**src/rtl/alu_acc_sequencer.sv**
```systemverilog
// rtl/alu_acc_sequencer.sv - accumulator sequencer driving an external combinational 8-bit ALU
module alu_acc_sequencer (
   input  logic       i_clk,
   input  logic       i_rst_n,
   input  logic       i_cmd_valid,
   output logic       o_cmd_ready,
   input  logic [3:0] i_cmd_op,
   input  logic [7:0] i_cmd_operand,
   input  logic       i_cmd_load,
   output logic [7:0] o_operand_a,
   output logic [7:0] o_operand_b,
   output logic [3:0] o_operation,
   input  logic [7:0] i_result,
   input  logic       i_carry_out,
   output logic [7:0] o_acc,
   output logic [4:0] o_flags,
   output logic       o_done,
   output logic       o_err
);

   // Flag bit positions within {S,Z,AC,P,CY}
   localparam int F_S  = 4;
   localparam int F_Z  = 3;
   localparam int F_AC = 2;
   localparam int F_P  = 1;
   localparam int F_CY = 0;

   localparam logic [3:0] OP_ADD = 4'b0000;
   localparam logic [3:0] OP_SUB = 4'b0001;
   localparam logic [3:0] OP_MUL = 4'b0010;
   localparam logic [3:0] OP_DIV = 4'b0011;
   localparam logic [3:0] OP_SL0 = 4'b0100;
   localparam logic [3:0] OP_SR0 = 4'b0101;
   localparam logic [3:0] OP_SL1 = 4'b0110;
   localparam logic [3:0] OP_SR1 = 4'b0111;
   localparam logic [3:0] OP_CMP0 = 4'b1110;
   localparam logic [3:0] OP_CMP1 = 4'b1111;

   typedef enum logic [1:0] {
      ST_IDLE  = 2'd0,
      ST_ISSUE = 2'd1,
      ST_DONE  = 2'd2
   } state_t;

   state_t      r_state;
   state_t      w_next_state;

   logic [7:0]  r_acc;
   logic [4:0]  r_flags;
   logic [3:0]  r_op;
   logic [7:0]  r_operand;
   logic        r_load;

   logic [7:0]  w_acc_next;
   logic [4:0]  w_flags_next;
   logic [4:0]  w_nib_sum;
   logic [15:0] w_product;
   logic        w_div_zero;
   logic        w_accept;

   assign w_accept    = (r_state == ST_IDLE) && i_cmd_valid;
   assign w_nib_sum   = {1'b0, r_acc[3:0]} + {1'b0, r_operand[3:0]};
   assign w_product   = 16'(r_acc) * 16'(r_operand);
   assign w_div_zero  = !r_load && (r_op == OP_DIV) && (r_operand == 8'h00);

   assign o_operand_a = r_acc;
   assign o_operand_b = r_operand;
   assign o_operation = r_op;
   assign o_acc       = r_acc;
   assign o_flags     = r_flags;

   // State register
   always_ff @(posedge i_clk or negedge i_rst_n) begin
      if (!i_rst_n) begin
         r_state <= ST_IDLE;
      end else begin
         r_state <= w_next_state;
      end
   end

   // Next-state: IDLE waits for a command, ISSUE and DONE each last one cycle
   always_comb begin
      w_next_state = r_state;
      case (r_state)
         ST_IDLE:  if (i_cmd_valid) w_next_state = ST_ISSUE;
         ST_ISSUE: w_next_state = ST_DONE;
         ST_DONE:  w_next_state = ST_IDLE;
         default:  w_next_state = ST_IDLE;
      endcase
   end

   // Outputs decoded from state; err reuses the still-latched command during DONE
   always_comb begin
      o_cmd_ready = 1'b0;
      o_done      = 1'b0;
      o_err       = 1'b0;
      case (r_state)
         ST_IDLE: o_cmd_ready = 1'b1;
         ST_DONE: begin
            o_done = 1'b1;
            o_err  = w_div_zero;
         end
         default: ;
      endcase
   end

   // Command capture; registers hold through ISSUE and DONE so the ALU sees stable inputs
   always_ff @(posedge i_clk or negedge i_rst_n) begin
      if (!i_rst_n) begin
         r_op      <= 4'h0;
         r_operand <= 8'h00;
         r_load    <= 1'b0;
      end else if (w_accept) begin
         r_op      <= i_cmd_op;
         r_operand <= i_cmd_operand;
         r_load    <= i_cmd_load;
      end
   end

   // Retire computation: all flag terms use the acc value before this update
   always_comb begin
      w_acc_next   = r_acc;
      w_flags_next = r_flags;
      if (r_load) begin
         w_acc_next = r_operand;
      end else if ((r_op == OP_CMP0) || (r_op == OP_CMP1)) begin
         w_flags_next[F_Z] = i_result[0];
      end else if (!w_div_zero) begin
         w_acc_next         = i_result;
         w_flags_next[F_S]  = i_result[7];
         w_flags_next[F_Z]  = (i_result == 8'h00);
         w_flags_next[F_AC] = (r_op == OP_ADD) ? w_nib_sum[4] : 1'b0;
         w_flags_next[F_P]  = ~^i_result;
         case (r_op)
            OP_ADD:         w_flags_next[F_CY] = i_carry_out;
            OP_SUB:         w_flags_next[F_CY] = (r_acc < r_operand);
            OP_MUL:         w_flags_next[F_CY] = |w_product[15:8];
            OP_SL0, OP_SL1: w_flags_next[F_CY] = r_acc[7];
            OP_SR0, OP_SR1: w_flags_next[F_CY] = r_acc[0];
            default:        w_flags_next[F_CY] = 1'b0;
         endcase
      end
   end

   // Accumulator and flags update on the edge leaving ISSUE
   always_ff @(posedge i_clk or negedge i_rst_n) begin
      if (!i_rst_n) begin
         r_acc   <= 8'h00;
         r_flags <= 5'b00000;
      end else if (r_state == ST_ISSUE) begin
         r_acc   <= w_acc_next;
         r_flags <= w_flags_next;
      end
   end

endmodule

```
**config.mk**
```make
export PLATFORM = sky130hd
export DESIGN_NAME = alu_acc_sequencer
export DESIGN_NICKNAME = d
export VERILOG_FILES = /design/src/rtl/alu_acc_sequencer.sv
export SDC_FILE = /design/constraint.sdc
export NUM_CORES = 1
export LEC_CHECK = 0
export ABC_AREA = 0
export CAP_MARGIN = 30
export CORE_MARGIN = 2
export CORE_UTILIZATION = 50
export DETAILED_ROUTE_END_ITERATION = 7
export PLACE_DENSITY_LB_ADDON = 0.25
export SYNTH_ARGS = -nofsm -noshare
export SYNTH_HDL_FRONTEND = slang
export SYNTH_SLANG_ARGS = --single-unit
```
**constraint.sdc**
```tcl
create_clock -name i_clk -period 8.61 [get_ports i_clk]
set_input_delay 1.2915 -clock i_clk [delete_from_list [all_inputs] [get_ports i_clk]]
set_output_delay 1.2915 -clock i_clk [all_outputs]
set_load 0.01 [all_outputs]
```
==> impl_metrics.yaml, run 1 <==
run_status:
  status: "complete, no violations"
sta:
  rsz0062_at_grt: "no"
  finClkSkew_ns: 0.00993
  tightestPinTransition_ns: 0.719
  fin_crit_sh: 0.551
  final.setup.tns_ns: 0
  fmax_ghz: 0.211
  setup_slack_ns: 3.87
  finalHoldViolCount: 0
  drv_slew: 0
  slew_headroom: 0.520
  setup_viol: 0
  hold_slack_ns: 0.493
  min_period_ns: 4.74
synthesis:
  synth_edf_count: 0
  yosys_warnings: 0
  syn_inst: 396
  synth_area_sq_mm: 0.00361
  async_reset_ff_frac: 1.00
  ys.flop_type: "dfrtp_1"
  synth.distinct_cells: 47
  avgSynthCellArea_sq_um: 9.12
  synth_seq_cells: 28
  synth_fp_nets: 507
  ys_seq_area_frac: 0.194
clocking:
  holdBufCountCts: 0
  clk_pin_slew_ns: 0.11
  htreeDepth: 1
  cts_sinks: 28
  post_cts_buffers: 0
  cts_buffers: 3
  ctsResizeCount: 0
  tritoncts: "done"
  clockBufferDepth: 2
  clockRootBuffer: "clkbuf_8"
  clk_latency_ns: 0.28
pwr:
  ir_worst_vdd_mv: 0.181
  switching_share: 0.507
  p_leak_nw: 2.08
  combinationalPowerShare: 0.770
  p_sw_mw: 0.826
  internal_power_mw: 0.801
  seqPwrFrac: 0.179
  clock_power_share: 0.052
  power_density_mw_per_mm2: 382
  total_power_mw: 1.63
run:
  maxCapViolCount: 0
floorplanning:
  boundaryPins: 61
  core_sq_mm: 0.00691
  dieArea_sq_mm: 0.00791
  std_cell_rows: 30
  initial_core_util: 0.523
  die_height_um: 89.0
  die_x_um: 89.0
setup_path:
  critPathLaunchType: "flip-flop"
  slowest_stage: "dfrtp_1"
  cp_max_fo: 12
  crit_type: "flip-flop to flip-flop"
  cpMostUsedCell: "fa_1"
  crit_chain: "ha_1, inv_1, fa_1, fa_1, fa_1, fa_1, inv_1, ha_1, a211oi_1, nor2b_1, or3_1, o311a_1, a21oi_1, xnor2_1, a41oi_2"
  required_ns: 8.76
  max_stage_delay_ns: 0.59
  crit_arrival_ns: 4.89
  worst_setup_path_end_kind: "flip-flop"
placement:
  dp_cells: 531
  dp_hpwl_um: 6610
  place_ws_ns: 3.88
  port_buffers: 60
  placed_area_sq_mm: 0.00420
  gp_congestion: 0.875
routing:
  wl_per_cell_um: 15.6
  drtIter0Drc: 121
  viasPerCell: 5.28
  drtAntennaViolNets: 0
  num_vias: 2827
  routed_wl_um: 8320
  firstDrtPassIters: 4
  drcViolationCount: 0
layout:
  drive_gt1_frac: 0.0569
  final_cell_count_no_fill: 535
  fill_cells: 626
  area_growth_pct: 17.9
  diodes: 0
  final_cell_mix: "inv_1, clkdlybuf4s50_1, ha_1"
  mostFrequentLayoutCell: "inv_1"
  design_area_sq_mm: 0.00426
  final_util: 0.616
  fin_nets: 551
global_routing:
  grt_usage: 0.228
  grt_max_degree: 29
  antenna_found_initial: 0
  grt_first_pass_wirelength_um: 14100
  first_global_vias: 3005
  grt-ovfl-total: 0
worst_hold_path:
  min_path_type: "flip-flop to flip-flop"
## state kept, by name, summed over array words and instances (netlist names)
signal / cells
o_acc: 8
o_operation: 4
o_operand_b: 8
r_load: 1
r_state: 2
o_flags: 5
## worst paths after layout
kind	from	end	slack (ns)	cells after the start
max	o_acc[4]	o_flags[0]	3.87	15
min in group asynchronous	i_rst_n	o_operation[1]	1.39	2
min reg2reg	o_flags[4]	o_flags[4]	0.49	2
max in group asynchronous	i_rst_n	o_acc[1]	6.94	2
max reg2reg	o_acc[4]	o_flags[0]	3.87	15
min	o_flags[4]	o_flags[4]	0.49	2
## critical path, delay by kind of cell, from the launching register on
family / cells / cell delay [ns]
AOI/OAI and AO/OA: 4 / 0.75
xor gates and xnor gates: 1 / 0.21
adders and majority gates: 6 / 2.65
buffers and inverters: 2 / 0.09
DFF: 1 / 0.59
and+or+nand+nor: 2 / 0.34
## synth_stat cells, types with 8 or more instances
library cell  count  area, sq um
inv_1            61          229
and2_1           29          181
nand2_1          46          173
nor2_1           14         52.6
o21ai_0          22          110
a21oi_1           8         40.0
dfrtp_1          28          701
mux2i_1           9         90.1
fa_1             35          701
buf_4            12         90.1
ha_1             51          638
## cell type report
cell class                      count  area [sq um]  area share
Sequential cell                    28           701       0.165
Timing Repair Buffer               61           608       0.143
Tap cell                           96           120      0.0282
Clock buffer                        4          55.1      0.0129
Multi-Input combinational cell    285          2540       0.597
Inverter                           61           229      0.0538
## per-layer routing
layer	track usage	up-vias	wire, um
met2	0.415	64	4280
met3	0.0222	6	355
li1	-	1368	-
met5	0	-	0
met4	0.0461	0	66
met1	0.296	1389	3620
## logic make-up after synthesis
| logic type | synth area share |
|---|---|
| compound gates | 0.0926 |
| mux | 0.0406 |
| buf+inv | 0.102 |
| flops | 0.194 |
| simple gates | 0.183 |
| fa+ha+maj | 0.371 |
| xor+xnor | 0.0170 |
## power groups by stage
stage	Sequential [mW]	Clock [mW]	Combinational, mW
after floorplan	0.251	0	0.942
after global placement	0.289	0	1.19
after detailed placement	0.293	0	1.25
after CTS	0.291	0.0862	1.26
after global routing	0.303	0.0913	1.43
final	0.291	0.0842	1.25
Note: power is estimated with default switching activity, not from simulation.
==> run 2: changes to the inputs <==
clock period = 3.9 ns   (was 8.61 ns; I/O delays follow)
==> run 2 against run 1 <==
  * The flow now finishes with violations (negative setup slack)
  * Count of clock-buffer cells in the layout decreased by 1
  * Sequential power increased by 82%
  * Register-to-register slack got worse by 4.3 ns
  * Via count increased by 8.9%
  * Combinational power increased to 3.2 times the previous value
  * Core utilization increased by 7.8 points
  * Design area increased by 13%
  * Clock skew decreased by 0.0051 ns
  * First-iteration DRC count increased by 19%
  * Routed wire length increased by 12%
  * Sequential cell count unchanged
  * Sequential share of layout area decreased by 1.6 points
==> impl_metrics.yaml, run 2 (same netlist as run 1, synthesis figures left out) <==
floorplanning:
  dieArea_sq_mm: 0.00791
  core_sq_mm: 0.00691
  boundaryPins: 61
  die_height_um: 89.0
  initial_core_util: 0.523
  die_x_um: 89.0
  std_cell_rows: 30
pwr:
  combinationalPowerShare: 0.837
  switching_share: 0.454
  p_sw_mw: 2.14
  p_leak_nw: 2.32
  seqPwrFrac: 0.112
  ir_worst_vdd_mv: 0.465
  internal_power_mw: 2.58
  clock_power_share: 0.051
  power_density_mw_per_mm2: 985
sta:
  fmax_ghz: 0.233
  slew_headroom: 0.432
  setup_viol: 1
  rsz0062_at_grt: "yes"
  min_period_ns: 4.29
  tightestPinTransition_ns: 0.850
  fin_crit_sh: 1.10
  finalHoldViolCount: 0
  drv_slew: 0
  finClkSkew_ns: 0.00484
  setup_slack_ns: -0.394
  hold_slack_ns: 0.516
setup_path:
  required_ns: 4.06
  crit_type: "flip-flop to flip-flop"
  cp_max_fo: 4
  crit_arrival_ns: 4.46
  worst_setup_path_end_kind: "flip-flop"
  critPathLaunchType: "flip-flop"
  reg2reg_slack_ns: -0.39
  r2r_cells: 15
  worstReg2RegEnd: "o_flags[0]"
  reg2reg_from: "o_acc[5]"
layout:
  final_cell_count_no_fill: 584
  diodes: 0
  final_cell_mix: "inv_1, clkdlybuf4s50_1, buf_4"
  area_growth_pct: 32.7
  fin_nets: 600
  drive_gt1_frac: 0.207
  design_area_sq_mm: 0.00479
clocking:
  clk_pin_slew_ns: 0.11
  clk_latency_ns: 0.28
  clockRootBuffer: "clkbuf_8"
  cts_sinks: 28
  clockBufferDepth: 2
  holdBufCountCts: 0
  htreeDepth: 1
  tritoncts: "done"
  cts_buffers: 3
placement:
  dp_cells: 572
  placed_area_sq_mm: 0.00457
  dp_hpwl_um: 7480
  gp_congestion: 0.904
  port_buffers: 60
run_status:
  status: "finished, violations left"
  violations: "negative setup slack"
worst_hold_path:
  hold_end: "o_flags[2]"
  hold_start: "o_flags[2]"
  min_path_type: "flip-flop to flip-flop"
  min_path_cells: 2
global_routing:
  grt_usage: 0.248
  antenna_found_initial: 0
  first_global_vias: 3236
  grt-ovfl-total: 0
  grt_first_pass_wirelength_um: 15200
  grt_max_degree: 24
routing:
  routed_wl_um: 9290
  viasPerCell: 5.27
  drcViolationCount: 0
  num_vias: 3080
  drtIter0Drc: 144
  drtAntennaViolNets: 0
  firstDrtPassIters: 4
  wl_per_cell_um: 15.9
run:
  maxCapViolCount: 0
-- run 2: cell types whose count changed in the layout (fill, tap and decap cells not counted), moves of 2 or more --
cell / delta
ha_4: +7
ha_1: -7
dfrtp_2: +9
dfrtp_1: -9
buf_4: +47
and2_4: +3
buf_6: +2
and2_1: -3
-- run 2: how the worst max path moves through the flow --
| stage | startpoint | end | slack [ns] | cells past startpoint |
|---|---|---|---|---|
| 6_report | o_acc[5] | o_flags[0] | -0.39 | 15 |
| 5_1_grt | o_acc[5] | o_flags[0] | -0.57 | 15 |
| 4_1_cts | o_acc[4] | o_flags[0] | -0.38 | 15 |
| 3_5_place_dp | o_operand_b[3] | o_flags[0] | -0.45 | 15 |
| 3_3_place_gp | o_operand_b[3] | o_flags[0] | -0.39 | 15 |
| 2_1_floorplan | o_operand_b[4] | o_flags[0] | -0.40 | 16 |
-- run 2: worst max-delay path, cell delays in order (launching register included) --
cell and delay, ns:
dfrtp_1 0.43, and2_4 0.17, fa_1 0.52, inv_1 0.05, fa_1 0.52, inv_2 0.04
fa_1 0.55, fa_1 0.46, ha_4 0.31, and4_1 0.16, nand3_1 0.07, and3_4 0.17
o311a_4 0.32, a21oi_2 0.15, xnor2_1 0.14, a41oi_2 0.10
-- run 2: layout make-up --
type,instances,area (sq um)
Fill cell,541,2120
Sequential cell,28,712
Tap cell,96,120
Clock inverter,1,30.0
Clock buffer,3,41.3
Timing Repair Buffer,110,983
Multi-Input combinational cell,285,2680
Inverter,61,229
-- run 2: per-layer routing --
metal  GRT usage  part of all wire  wire length (um)
met1       0.316              0.44              4070
met2       0.450              0.51              4730
met3      0.0249             0.032               296
met4      0.0692             0.021               196
met5           0                 0                 0
-- run 2: power groups by stage --
stage          Clock (mW)  Sequential [mW]  Combinational, mW
2_1_floorplan           0            0.562               2.25
3_3_place_gp            0            0.527               3.44
3_5_place_dp            0            0.531               3.59
4_1_cts             0.239            0.521               3.86
5_1_grt             0.250            0.541               4.39
6_report            0.240            0.530               3.95
-- run 2: what timing repair did --
action | in CTS | in global routing
endpoints found under the hold margin | 0 | 0
setup endpoints to repair | 1 | 1
pin swaps | 16 | 13
resized for setup | 14 | 5
buffers inserted | 8 | 0
-- run 2: through the flow --
step	worst slack (ns)	util	total power, mW	TNS [ns]
2_1_floorplan	-0.402	-	2.81	-0.402
3_3_place_gp	-0.388	0.662	3.97	-0.388
3_5_place_dp	-0.454	0.662	4.12	-0.454
4_1_cts	-0.380	0.689	4.62	-0.380
5_1_grt	-0.568	0.694	5.18	-0.568
6_report	-0.394	0.694	4.72	-0.394
==> run 3: changes to the inputs <==
CORE_UTILIZATION = 55   (was 50)
clock period = 4.7 ns   (was 3.9 ns; I/O delays follow)
==> run 3 against run 2 <==
  * Critical endpoint unchanged
  * Clock power decreased by 18%
  * Critical path type unchanged
  * Sequential cell count unchanged
  * Sequential share of layout area increased by 1.4 points
  * Setup slack improved by 0.62 ns
  * Largest power group unchanged
  * Count of clock-buffer cells in the layout unchanged
  * Hold slack got worse by 0.020 ns
  * The flow now finishes without violations
==> impl_metrics.yaml, run 3 (same netlist as run 1, synthesis figures left out) <==
run_status:
  status: "complete, no violations"
layout:
  diodes: 0
  final_cell_mix: "inv_1, clkdlybuf4s50_1, ha_1"
  mostFrequentLayoutCell: "inv_1"
  fin_nets: 563
  final_util: 0.686
  drive_gt1_frac: 0.0976
  final_cell_count_no_fill: 528
  area_growth_pct: 20.6
routing:
  drtIter0Drc: 101
  drtAntennaViolNets: 0
  drcViolationCount: 0
  firstDrtPassIters: 4
  routed_wl_um: 8360
  num_vias: 2886
  viasPerCell: 5.47
  wl_per_cell_um: 15.8
pwr:
  power_density_mw_per_mm2: 719
  p_leak_nw: 2.14
  ir_worst_vdd_mv: 0.680
setup_path:
  cp_max_fo: 7
  crit_arrival_ns: 4.63
  required_ns: 4.86
  crit_type: "flip-flop to flip-flop"
  critPathLaunchType: "flip-flop"
  worst_setup_path_end_kind: "flip-flop"
clocking:
  clockBufferDepth: 2
  cts_buffers: 3
  clk_pin_slew_ns: 0.10
  holdBufCountCts: 0
  cts_sinks: 28
  tritoncts: "done"
  htreeDepth: 1
  clk_latency_ns: 0.28
  post_cts_buffers: 0
  clockRootBuffer: "clkbuf_8"
sta:
  final.setup.tns_ns: 0
  finalHoldViolCount: 0
  min_period_ns: 4.47
  tightestPinTransition_ns: 0.748
  fmax_ghz: 0.224
  fin_crit_sh: 0.951
  finClkSkew_ns: 0.00231
  rsz0062_at_grt: "no"
  setup_viol: 0
  drv_slew: 0
  slew_headroom: 0.501
placement:
  dp_cells: 524
  dp_hpwl_um: 6850
  gp_congestion: 0.899
  port_buffers: 60
global_routing:
  first_global_vias: 3032
  grt_max_degree: 29
  grt_usage: 0.245
  antenna_found_initial: 0
  grt_first_pass_wirelength_um: 14200
  grt-ovfl-total: 0
floorplanning:
  dieArea_sq_mm: 0.00723
  std_cell_rows: 29
  boundaryPins: 61
  die_height_um: 85.0
  core_sq_mm: 0.00635
  die_x_um: 85.0
  initial_core_util: 0.568
run:
  maxCapViolCount: 0
worst_hold_path:
  min_path_type: "flip-flop to flip-flop"
==> run 3: changes by cell type in the layout (fill, tap and decap cells not counted), sizes merged <==
cell	change
buf	-37
==> run 3: what timing repair did <==
item | CTS | global route
endpoints found under the setup margin | 0 | 1
resized for setup | 0 | 7
endpoints found under the hold margin | 0 | 0
==> run 3: final cells by class <==
type / instances / area, sq um
multi-input cells: 285 / 2550
fillers: 500 / 2000
flip-flops and latches: 28 / 706
repair buffers: 73 / 698
inverters: 61 / 229
well taps: 77 / 96.3
clock buffers: 3 / 41.3
clock inverters: 1 / 30.0
==> run 3: worst paths after layout <==
path                                      from          to  slack, ns  cells past startpoint
min in group asynchronous              i_rst_n  o_flags[4]       0.79                      2
worst min-delay path                o_flags[1]  o_flags[1]       0.50                      2
worst max-delay path            o_operand_b[4]  o_flags[0]       0.23                     15
max in group asynchronous              i_rst_n    o_acc[3]       3.61                      2
worst min register to register      o_flags[1]  o_flags[1]       0.50                      2
worst max register to register  o_operand_b[4]  o_flags[0]       0.23                     15
==> run 3: stage by stage <==
stage	cell area, sq um	hold slack, ns	worst slack, ns	total power [mW]
after floorplan	3610	0.409	0.317	2.18
after global placement	4270	0.469	0.198	2.77
after detailed placement	4270	0.479	0.161	2.88
after CTS	4340	0.502	0.144	3.10
after global routing	4350	0.543	0.0106	3.53
final	4350	0.497	0.229	3.13
==> run 3: layer usage <==
| layer | vias up | global-route usage | wire length (um) |
|---|---|---|---|
| met5 | - | 0 | 0 |
| met4 | 0 | 0.0765 | 204 |
| met3 | 19 | 0.0370 | 413 |
| met2 | 74 | 0.423 | 4150 |
| met1 | 1394 | 0.317 | 3590 |
| li1 | 1399 | - | - |
==> run 3: worst max-delay path: stages, from the launching register on <==
cell,delay [ns]
dfrtp_1,0.43
buf_4,0.17
nand2_1,0.08
fa_1,0.57
fa_1,0.44
fa_1,0.54
inv_1,0.05
fa_1,0.50
ha_1,0.38
o21a_1,0.18
nor2_2,0.05
or3_1,0.38
o311a_1,0.15
a21oi_1,0.17
xnor2_1,0.15
a41oi_2,0.11
==> run 3: power by group <==
part / internal [mW] / total, mW / leakage (nW) / switching [mW]
registers: 0.320 / 0.461 / 0.342 / 0.140
clock network: 0.114 / 0.197 / 0.0357 / 0.0831
logic: 1.15 / 2.47 / 1.77 / 1.32
total: 1.59 / 3.13 / 2.14 / 1.54
